## src/rtl/fir_ctrl_pkg.sv

```systemverilog
// fir_ctrl_pkg: shared types and defaults for the FIR coefficient-bank controller
//   state_t   - controller state encoding (IDLE=0, LOAD=1, WAIT=2, ACC=3, SUM=4)
//   DEF_*     - default parameter values
//   totalTaps - total coefficient count across all banks
package fir_ctrl_pkg;
    typedef enum logic [2:0] {
        IDLE = 3'd0,
        LOAD = 3'd1,
        WAIT = 3'd2,
        ACC  = 3'd3,
        SUM  = 3'd4
    } state_t;
    localparam int DEF_NUM_BANK      = 4;
    localparam int DEF_TAPS_PER_BANK = 10;
    localparam int DEF_COEFF_W       = 16;
    localparam int DEF_ADDR_W        = 4;
    localparam int DEF_IDX_W         = 6;
    function automatic int totalTaps(input int numBank, input int tapsPerBank);
        return numBank * tapsPerBank;
    endfunction
endpackage

```

## src/rtl/fir_coeff_decode.sv

```systemverilog
// fir_coeff_decode: maps a global coefficient index to a bank and an in-bank address
//   idx     in  IDX_W     global coefficient index
//   bankSel out NUM_BANK  one-hot bank select, all zero when out of range
//   addr    out ADDR_W    address inside the selected bank, zero when out of range
//   inRange out 1         idx < NUM_BANK*TAPS_PER_BANK
module fir_coeff_decode
    import fir_ctrl_pkg::*;
#(
    parameter int NUM_BANK      = DEF_NUM_BANK,
    parameter int TAPS_PER_BANK = DEF_TAPS_PER_BANK,
    parameter int ADDR_W        = DEF_ADDR_W,
    parameter int IDX_W         = DEF_IDX_W
) (
    input  logic [IDX_W-1:0]    idx,
    output logic [NUM_BANK-1:0] bankSel,
    output logic [ADDR_W-1:0]   addr,
    output logic                inRange
);
    // Range compares against each bank window replace a divider and modulo.
    always_comb begin
        bankSel = '0;
        addr    = '0;
        for (int b = 0; b < NUM_BANK; b++) begin
            if (int'(idx) >= b * TAPS_PER_BANK && int'(idx) < (b + 1) * TAPS_PER_BANK) begin
                bankSel[b] = 1'b1;
                addr       = ADDR_W'(int'(idx) - b * TAPS_PER_BANK);
            end
        end
    end
    assign inRange = int'(idx) < totalTaps(NUM_BANK, TAPS_PER_BANK);
endmodule

```

## src/rtl/fir_bank_seq_ctrl.sv

```systemverilog
// fir_bank_seq_ctrl: sequences coefficient load, per-sample tap sweep and sum strobe over NUM_BANK SRAMs
//   iClk_12M, iRst          clock, asynchronous active-high reset
//   iCoeffUpdate            level request for coefficient-load mode
//   iCoeffWrEn/Idx/Data     coefficient write port (honoured in LOAD only)
//   iSampleValid            new sample available; oSampleReady accepts it
//   oCsnRam/oWrnRam         per-bank active-low chip select / write enable
//   oAddrRam/oWrDtRam       per-bank address / write data, flattened, bank0 in LSBs
//   oEnAcc                  per-bank accumulator enable (read strobe delayed one cycle)
//   oEnDelay                sample delay-line enable
//   oSumValid               one-cycle pulse, filter output valid
//   oCoeffErr               one-cycle pulse after an out-of-range coefficient write
//   oState                  current state, for debug
//   oCoeffChk               XOR checksum of in-range writes, only with FIR_COEFF_CHKSUM_EN defined
module fir_bank_seq_ctrl #(
    parameter int NUM_BANK      = fir_ctrl_pkg::DEF_NUM_BANK,
    parameter int TAPS_PER_BANK = fir_ctrl_pkg::DEF_TAPS_PER_BANK,
    parameter int COEFF_W       = fir_ctrl_pkg::DEF_COEFF_W,
    parameter int ADDR_W        = fir_ctrl_pkg::DEF_ADDR_W,
    parameter int IDX_W         = fir_ctrl_pkg::DEF_IDX_W
) (
    input  logic                         iClk_12M,
    input  logic                         iRst,
    input  logic                         iCoeffUpdate,
    input  logic                         iCoeffWrEn,
    input  logic [IDX_W-1:0]             iCoeffIdx,
    input  logic [COEFF_W-1:0]           iCoeffData,
    input  logic                         iSampleValid,
    output logic                         oSampleReady,
    output logic [NUM_BANK-1:0]          oCsnRam,
    output logic [NUM_BANK-1:0]          oWrnRam,
    output logic [NUM_BANK*ADDR_W-1:0]   oAddrRam,
    output logic [NUM_BANK*COEFF_W-1:0]  oWrDtRam,
    output logic [NUM_BANK-1:0]          oEnAcc,
    output logic                         oEnDelay,
    output logic                         oSumValid,
    output logic                         oCoeffErr,
    output logic [2:0]                   oState
`ifdef FIR_COEFF_CHKSUM_EN
    ,
    output logic [COEFF_W-1:0]           oCoeffChk
`endif
);
    import fir_ctrl_pkg::*;

    state_t                state;
    logic [ADDR_W-1:0]     tapCnt;
    logic [NUM_BANK-1:0]   decBank;
    logic [ADDR_W-1:0]     decAddr;
    logic                  decInRange;
    logic                  loadWr;
    logic                  tapLast;

    fir_coeff_decode #(
        .NUM_BANK      (NUM_BANK),
        .TAPS_PER_BANK (TAPS_PER_BANK),
        .ADDR_W        (ADDR_W),
        .IDX_W         (IDX_W)
    ) uDecode (
        .idx     (iCoeffIdx),
        .bankSel (decBank),
        .addr    (decAddr),
        .inRange (decInRange)
    );

    assign loadWr       = state == LOAD && iCoeffWrEn;
    assign tapLast      = tapCnt == ADDR_W'(TAPS_PER_BANK - 1);
    assign oSampleReady = state == WAIT && !iCoeffUpdate;
    assign oEnDelay     = state == WAIT || state == ACC || state == SUM;
    assign oState       = state;

    always_ff @(posedge iClk_12M or posedge iRst) begin
        if (iRst) begin
            state     <= IDLE;
            tapCnt    <= '0;
            oEnAcc    <= '0;
            oSumValid <= 1'b0;
            oCoeffErr <= 1'b0;
        end else begin
            // Accumulators consume SRAM data one cycle after the read strobe.
            oEnAcc    <= {NUM_BANK{state == ACC}};
            oSumValid <= state == SUM;
            oCoeffErr <= loadWr && !decInRange;
            case (state)
                IDLE: if (iCoeffUpdate) state <= LOAD;
                LOAD: if (!iCoeffUpdate) state <= WAIT;
                WAIT: begin
                    if (iCoeffUpdate) begin
                        state <= LOAD;
                    end else if (iSampleValid) begin
                        state  <= ACC;
                        tapCnt <= '0;
                    end
                end
                ACC: begin
                    tapCnt <= tapCnt + 1'b1;
                    if (tapLast) state <= SUM;
                end
                SUM:     state <= WAIT;
                default: state <= IDLE;
            endcase
        end
    end

`ifdef FIR_COEFF_CHKSUM_EN
    always_ff @(posedge iClk_12M or posedge iRst) begin
        if (iRst) begin
            oCoeffChk <= '0;
        end else if ((state == IDLE || state == WAIT) && iCoeffUpdate) begin
            oCoeffChk <= '0;
        end else if (loadWr && decInRange) begin
            oCoeffChk <= oCoeffChk ^ iCoeffData;
        end
    end
`endif

    // Coefficient writes are driven straight from the host inputs so the SRAM sees them this cycle.
    always_comb begin
        oCsnRam  = '1;
        oWrnRam  = '1;
        oAddrRam = '0;
        oWrDtRam = '0;
        for (int b = 0; b < NUM_BANK; b++) begin
            if (loadWr && decBank[b]) begin
                oCsnRam[b]                       = 1'b0;
                oWrnRam[b]                       = 1'b0;
                oAddrRam[b*ADDR_W +: ADDR_W]     = decAddr;
                oWrDtRam[b*COEFF_W +: COEFF_W]   = iCoeffData;
            end else if (state == ACC) begin
                oCsnRam[b]                       = 1'b0;
                oAddrRam[b*ADDR_W +: ADDR_W]     = tapCnt;
            end
        end
    end
endmodule
```

## config.mk

```make
export PLATFORM = sky130hd
export DESIGN_NAME = fir_bank_seq_ctrl
export DESIGN_NICKNAME = d
export VERILOG_FILES = /design/src/rtl/fir_ctrl_pkg.sv /design/src/rtl/fir_coeff_decode.sv /design/src/rtl/fir_bank_seq_ctrl.sv
export SDC_FILE = /design/constraint.sdc
export NUM_CORES = 1
export LEC_CHECK = 0
export CELL_PAD_IN_SITES_DETAIL_PLACEMENT = 1
export CELL_PAD_IN_SITES_GLOBAL_PLACEMENT = 2
export CORE_MARGIN = 4
export CORE_UTILIZATION = 17
export CTS_CLUSTER_DIAMETER = 50
export CTS_CLUSTER_SIZE = 25
export DETAILED_ROUTE_END_ITERATION = 7
export HOLD_SLACK_MARGIN = 0.06
export PLACE_DENSITY = 0.85
export SYNTH_ARGS = -nofsm -noshare
export SYNTH_HDL_FRONTEND = slang
export SYNTH_SLANG_ARGS = --single-unit
export TNS_END_PERCENT = 1
```

## constraint.sdc

```tcl
create_clock -name iClk_12M -period 7.7 [get_ports iClk_12M]
set_clock_uncertainty 0.1 [all_clocks]
set_input_delay 1.54 -clock iClk_12M [delete_from_list [all_inputs] [get_ports iClk_12M]]
set_output_delay 1.54 -clock iClk_12M [all_outputs]
set_load 0.05 [all_outputs]
```

==> reports/results.ini, run 1 <==
[run_status]
outcome=finished clean

[yosys]
ys_warn_count=0
synth_most_common_cell=and3_1
yosysSeqAreaShare_pct=16.3
ys.flop_type=dfrtp_1
synth_edf_count=0
netlist.area_leader.share_pct=20.0
yosys-top-cells-count=and3_1 (49), and2_1 (20), nand2_1 (20)
ys_types=44
synthCells=209
synthesis.area_sq_mm=0.00154
synth-seq-cells=10
avgSynthCellArea_sq_um=7.35
synthTopCellsByArea=and3_1 (20%), dfrtp_1 (16%), and2_1 (8.1%)
async_flop_share_pct=100
synth_area_leader_cell=and3_1
synth_nets=245

[timing]
hold_slack_ns=0.422
fin_crit_sh_pct=84.8
finalHoldViolCount=0
setup_viol=0
rsz0062_at_grt=false
slew_headroom_pct=49.0
worstMarginPinSlew_ns=0.765
maxSlewViolCount=0
fmax_mhz=153
tns_ns=0
fin_crit_ns=6.53

[global_routing]
grtUsageTotal_pct=13.3
grt_first_pass_wirelength_um=11400
grt_pass1_vias=2141
grt_max_degree=51
grt_antenna_before_repair=0
overflow=0

[finish]
area_delta_synth_final_pct=88.4
layout-drive-gt1-share_pct=5.90
diodes=0
layout.nets=359
instances_no_fill=430

[clocking]
cts-buffers-inserted=3
cts.clk_slew.worst_paths_ns=0.05
holdBufCountCts=0
cts_resized=0
htree_num_levels=1
insertion_delay_ns=0.23
cts_tree=built
cts_buffer_depth=2
clock_sinks=10
cts_root_buffer=clkbuf_8
post-cts-setup-buffers=0

[detailed_routing]
wl_met3_um=866
via_count=1981
wl_per_cell_um=16.6
met1_length_um=3040
wl_met2_um=3240
routed_wl_um=7150
dr.pass1.iters=4
post_drt_via_cell_ratio=4.61
dr.first_iter.drc_count=19
ant_nets=0
drc=0
top_layer=met3

[floorplanning]
core_area_sq_mm=0.00876
die_w_um=103
num_rows=34
start_util_pct=17.5
die_h_um=103
die_area_sq_mm=0.0106
pin_count=126

[job]
maxCapViolations=0

[worst_setup_path]
cp.required_ns=6.06
cp.arrival_ns=4.89
crit_buf_inv=3
critical_path.max_stage_delay_ns=0.70
start_kind=primary input
crit_path_frequent_cell=clkdlybuf4s50_1
critPathLaunch=iCoeffIdx[3]
worstSetupEndpointType=output pin
cp_slowest_cell=clkdlybuf4s50_1
cpLargestDelayFamily=buffers and inverters
r2r-end=tapCnt[3]$_DFFE_PP0P_
worstPathMaxFanout=19
path_cells=clkdlybuf4s50_1 > inv_1 > ha_1 > or4b_4 > a221oi_4 > a21oi_1 > o22ai_1 > o21ai_0 > clkdlybuf4s50_1
crit_end=oAddrRam[7]
worst-path-stages=9
reg2reg_depth=5
path_class=primary input to output pin
r2r_slack_ns=5.84
timing.rr.start=oState[1]$_DFFE_PP0P_

[power_and_ir_drop]
swShare_pct=60.4
combPwrFrac_pct=79.3
vdd_drop_max_mv=0.105
power.internal_w=0.000325
power_frac_clock_pct=8.1
powerDensity_mw_per_mm2=283
p_seq_share_pct=12.6
power_leakage_nw=1.30
switching_power_w=0.000494

[worst_hold_path]
hold_path_class=flop to flop

[placed_design]
dpl.hpwl_um=5620
port_buffers=125
gp_congestion=0.776
place_inst=426

state kept, by name (all words and copies together), names as in the netlist:
signal	flops
oCoeffErr	1
oEnAcc	1
oState	3
oSumValid	1
tapCnt	4
power by group through the flow:
stage,sequential (W),clock (W),combinational (W)
floorplan,0.000120,0,0.000434
global placement,0.000103,0,0.000651
detailed placement,0.000104,0,0.000654
CTS,0.000103,0.0000675,0.000657
global route,0.000108,0.0000702,0.000692
finish,0.000103,0.0000663,0.000650
worst min path at each step:
stage | from | slack (ns) | cells past startpoint | to
after floorplan | tapCnt[3]$_DFFE_PP0P_ | 0.37 | 1 | tapCnt[3]$_DFFE_PP0P_
after global placement | tapCnt[3]$_DFFE_PP0P_ | 0.41 | 1 | tapCnt[3]$_DFFE_PP0P_
after detailed placement | tapCnt[3]$_DFFE_PP0P_ | 0.42 | 1 | tapCnt[3]$_DFFE_PP0P_
after CTS | tapCnt[3]$_DFFE_PP0P_ | 0.42 | 1 | tapCnt[3]$_DFFE_PP0P_
after global routing | tapCnt[3]$_DFFE_PP0P_ | 0.48 | 1 | tapCnt[3]$_DFFE_PP0P_
final | tapCnt[3]$_DFFE_PP0P_ | 0.42 | 1 | tapCnt[3]$_DFFE_PP0P_
routing by layer:
metal,GRT usage [%],vias up
li1,-,961
met1,16.6,926
met2,22.0,94
met3,5.75,0
met4,1.49,0
met5,0,-
metrics by stage:
stage               power, W  util [%]  worst slack (ns)  instance area, sq um
floorplan           0.000554         -              1.87                  1540
global placement    0.000754      32.4              1.28                  2840
detailed placement  0.000759      32.4              1.17                  2840
CTS                 0.000827      33.0              1.17                  2890
global route        0.000871      33.0             0.949                  2890
finish              0.000819      33.0              1.17                  2890
logic make-up (layout without fill, tap and decap cells):
group                    count (synthesis)  in the layout  share of synthesized area [%]
buffers and inverters                   30            143                           9.37
flip-flops                              10             10                           16.3
multiplexers                             2              2                           1.30
XOR/XNOR                                 4              4                           2.28
AO/OA/AOI/OAI                           36             36                           17.5
AND/OR/NAND/NOR                        118            118                           45.9
adder cells (fa/ha/maj)                  9              9                           7.34
placed cells by master (no fill, tap or decap), types with 3 or more instances in the layout:
cell type	synthesis	final
nor2_1	10	10
o21ai_1	6	6
nand2_1	20	20
a21oi_1	4	4
clkdlybuf4s50_1	0	125
dfrtp_1	10	10
and2_1	20	20
nor3b_1	4	4
o21ai_0	9	9
nor2b_1	3	3
ha_1	9	9
clkbuf_8	1	4
inv_1	12	12
and3_1	49	49
area by class of cell:
cell class / count / area, sq um
fillers: 1067 / 5870
repair buffers: 127 / 1270
multi-input cells: 169 / 1140
flip-flops and latches: 10 / 250
well taps: 108 / 135
clock buffers: 4 / 55.1
inverters: 12 / 45.0
No activity file was read; power rests on OpenSTA's default activity.
==> run 2: changes to the inputs <==
CORE_UTILIZATION = 14   (was 17)
PLACE_DENSITY = 0.75   (was 0.85)
clock period = 5.3 ns   (was 7.7 ns; I/O delays follow)
==> run 2 against run 1 <==
Clock power is 45% higher. Routed wire length up 8.1%. Die area up 20%. Utilization up 0.23 points. Largest power group unchanged. Non-clock buffer count is 4 higher. Via count increased by 1.5%. Sequential share of layout area shrank 1.5 points. Largest cell class unchanged. Combinational power grew 65%. Cell area increased by 21%. Flip-flop and latch count did not move.
==> reports/results.ini, run 2 (synthesized netlist as in run 1, its figures left out) <==
[detailed_routing]
dr.pass1.iters=4  ; unchanged
dr.first_iter.drc_count=46  ; +27
wl_per_cell_um=16.7  ; +0.60%
via_count=2011  ; +1.5%
drc=0  ; unchanged
post_drt_via_cell_ratio=4.35  ; -5.5%
routed_wl_um=7730  ; +8.1%
ant_nets=0  ; unchanged

[placed_design]
gp_congestion=0.765  ; -1.5%
pre_cts_ws_ns=0.438  ; -0.730 ns
place_area_sq_mm=0.00344  ; +21%
dpl.hpwl_um=6460  ; +15%
port_buffers=125  ; unchanged
place_inst=458  ; +7.5%

[worst_hold_path]
holdPathEnd=tapCnt[3]$_DFFE_PP0P_
hold_path_class=flop to flop
whs_path_depth=1  ; unchanged
min_from=tapCnt[3]$_DFFE_PP0P_

[clocking]
cts_root_buffer=clkbuf_8
clock_sinks=10  ; unchanged
cts-buffers-inserted=3  ; unchanged
holdBufCountCts=0  ; unchanged
cts_tree=built
cts.clk_slew.worst_paths_ns=0.05  ; about the same
cts_resized=0  ; unchanged
post-cts-setup-buffers=0  ; unchanged
cts_buffer_depth=2  ; unchanged
htree_num_levels=1  ; unchanged
insertion_delay_ns=0.23  ; about the same

[worst_setup_path]
cpLargestDelayFamily=buffers and inverters
start_kind=primary input
timing.rr.start=oState[1]$_DFFE_PP0P_
crit_path_frequent_cell=clkdlybuf4s50_1
critical_path.max_stage_delay_ns=0.71  ; about the same
cp.arrival_ns=3.69  ; -1.20 ns
reg2reg_depth=5  ; unchanged
path_cells=clkdlybuf4s50_1 > ha_1 > or4b_4 > a221o_2 > nor2_4 > inv_1 > clkdlybuf4s50_1
worstSetupEndpointType=output pin
worstPathMaxFanout=6  ; -13
cp.required_ns=4.14  ; -1.92 ns
r2r-end=tapCnt[3]$_DFFE_PP0P_
r2r_slack_ns=3.39  ; -2.45 ns
path_class=primary input to output pin
cp_slowest_cell=clkdlybuf4s50_1
crit_buf_inv=3  ; unchanged

[timing]
maxSlewViolCount=0  ; unchanged
tns_ns=0  ; unchanged
fin_crit_sh_pct=91.6
rsz0062_at_grt=false
setup_viol=0  ; unchanged
worstMarginPinSlew_ns=0.512  ; -0.252 ns
slew_headroom_pct=65.7  ; +17 points
finalHoldViolCount=0  ; unchanged
finalWorstSetupSlack_ns=0.447  ; -0.727 ns
fin_crit_ns=4.85
fmax_mhz=206

[run_status]
outcome=finished clean

[floorplanning]
start_util_pct=14.6  ; -2.9 points
pin_count=126  ; unchanged
num_rows=37  ; +8.8%
die_h_um=113  ; +9.4%
die_area_sq_mm=0.0127  ; +20%
core_area_sq_mm=0.0105  ; +20%
die_w_um=113  ; +9.4%

[global_routing]
grtUsageMet3_pct=4.60  ; -1.2 points
grt_max_degree=46  ; -9.8%
met1_usage_pct=13.2  ; -3.3 points
overflow=0  ; unchanged
grt_first_pass_wirelength_um=12300  ; +7.8%
grt_antenna_before_repair=0  ; unchanged
met2_usage_pct=20.6  ; -1.4 points
grt_pass1_vias=2229  ; +4.1%
gr-max-usage-layer=met2
grtUsageTotal_pct=11.5  ; -1.8 points

[finish]
final_cell_mix=buf_12 (59), and3_1 (49), clkdlybuf4s50_1 (39)
final_common_cell=buf_12
final-seq-area_sq_um=250  ; unchanged
instances_no_fill=462  ; +7.4%
layout-drive-gt1-share_pct=33.4  ; +28 points
largest_reg_flops=4  ; unchanged
area_delta_synth_final_pct=128
diodes=0  ; unchanged
nFillCells=1193  ; +12%
layout.nets=363  ; +1.1%
multi_input_area_sq_mm=0.00115  ; +1.1%
finalInstanceArea_sq_mm=0.00349  ; +21%
top_register=tapCnt

[power_and_ir_drop]
power_frac_clock_pct=7.3  ; -0.8 points
powerDensity_mw_per_mm2=376  ; +33%
power_leakage_nw=1.64  ; +27%
swShare_pct=57.3  ; -3.1 points
switching_power_w=0.000752  ; +52%
p_seq_share_pct=11.5  ; -1.1 points
combPwrFrac_pct=81.2  ; +1.9 points
vdd_drop_max_mv=0.329  ; +210%
power.internal_w=0.000561  ; +73%

[job]
maxCapViolations=0  ; unchanged

## run 2: metal layers
layer  routed length [um]  share of wire, %
met2                 3770                49
met5                    0                 0
met1                 3120                40
met3                  816                11
met4                   19              0.25
## run 2: worst max path at each step
stage / startpoint / end / slack [ns] / cells past startpoint
after global routing: iCoeffIdx[2] / oAddrRam[3] / 0.32 / 8
after global placement: iCoeffIdx[2] / oWrnRam[2] / 0.48 / 7
after floorplan: iCoeffIdx[3] / oAddrRam[4] / 0.43 / 8
final: iCoeffIdx[2] / oWrnRam[2] / 0.45 / 7
after detailed placement: iCoeffIdx[2] / oWrnRam[2] / 0.44 / 7
after CTS: iCoeffIdx[2] / oWrnRam[2] / 0.44 / 7
## run 2: area by class of cell
type | instances | share of cell area, %
Tap cell | 136 | 4.87
Clock buffer | 4 | 1.58
Sequential cell | 10 | 7.16
Timing Repair Buffer | 131 | 52.1
Inverter | 12 | 1.29
Multi-Input combinational cell | 169 | 33.0
## run 2: metrics by stage
| stage | power [W] | hold slack, ns | utilization (%) |
|---|---|---|---|
| 3_5_place_dp | 0.00123 | 0.419 | 32.7 |
| 6_report | 0.00131 | 0.436 | 33.2 |
| 2_1_floorplan | 0.000805 | 0.372 | - |
| 5_1_grt | 0.00138 | 0.448 | 33.2 |
| 3_3_place_gp | 0.00122 | 0.400 | 32.7 |
| 4_1_cts | 0.00133 | 0.420 | 33.2 |
## run 2: power by group through the flow
stage | clock (W) | combinational, W | sequential, W
2_1_floorplan | 0 | 0.000631 | 0.000174
3_3_place_gp | 0 | 0.00107 | 0.000151
3_5_place_dp | 0 | 0.00108 | 0.000153
4_1_cts | 0.0000983 | 0.00108 | 0.000151
5_1_grt | 0.000104 | 0.00112 | 0.000159
6_report | 0.0000962 | 0.00107 | 0.000151
==> run 3: changes to the inputs <==
CTS_CLUSTER_DIAMETER = 200   (was 50)
==> results of run 3 <==
The final DEF is identical to that of run 2; final timing and power are the same.
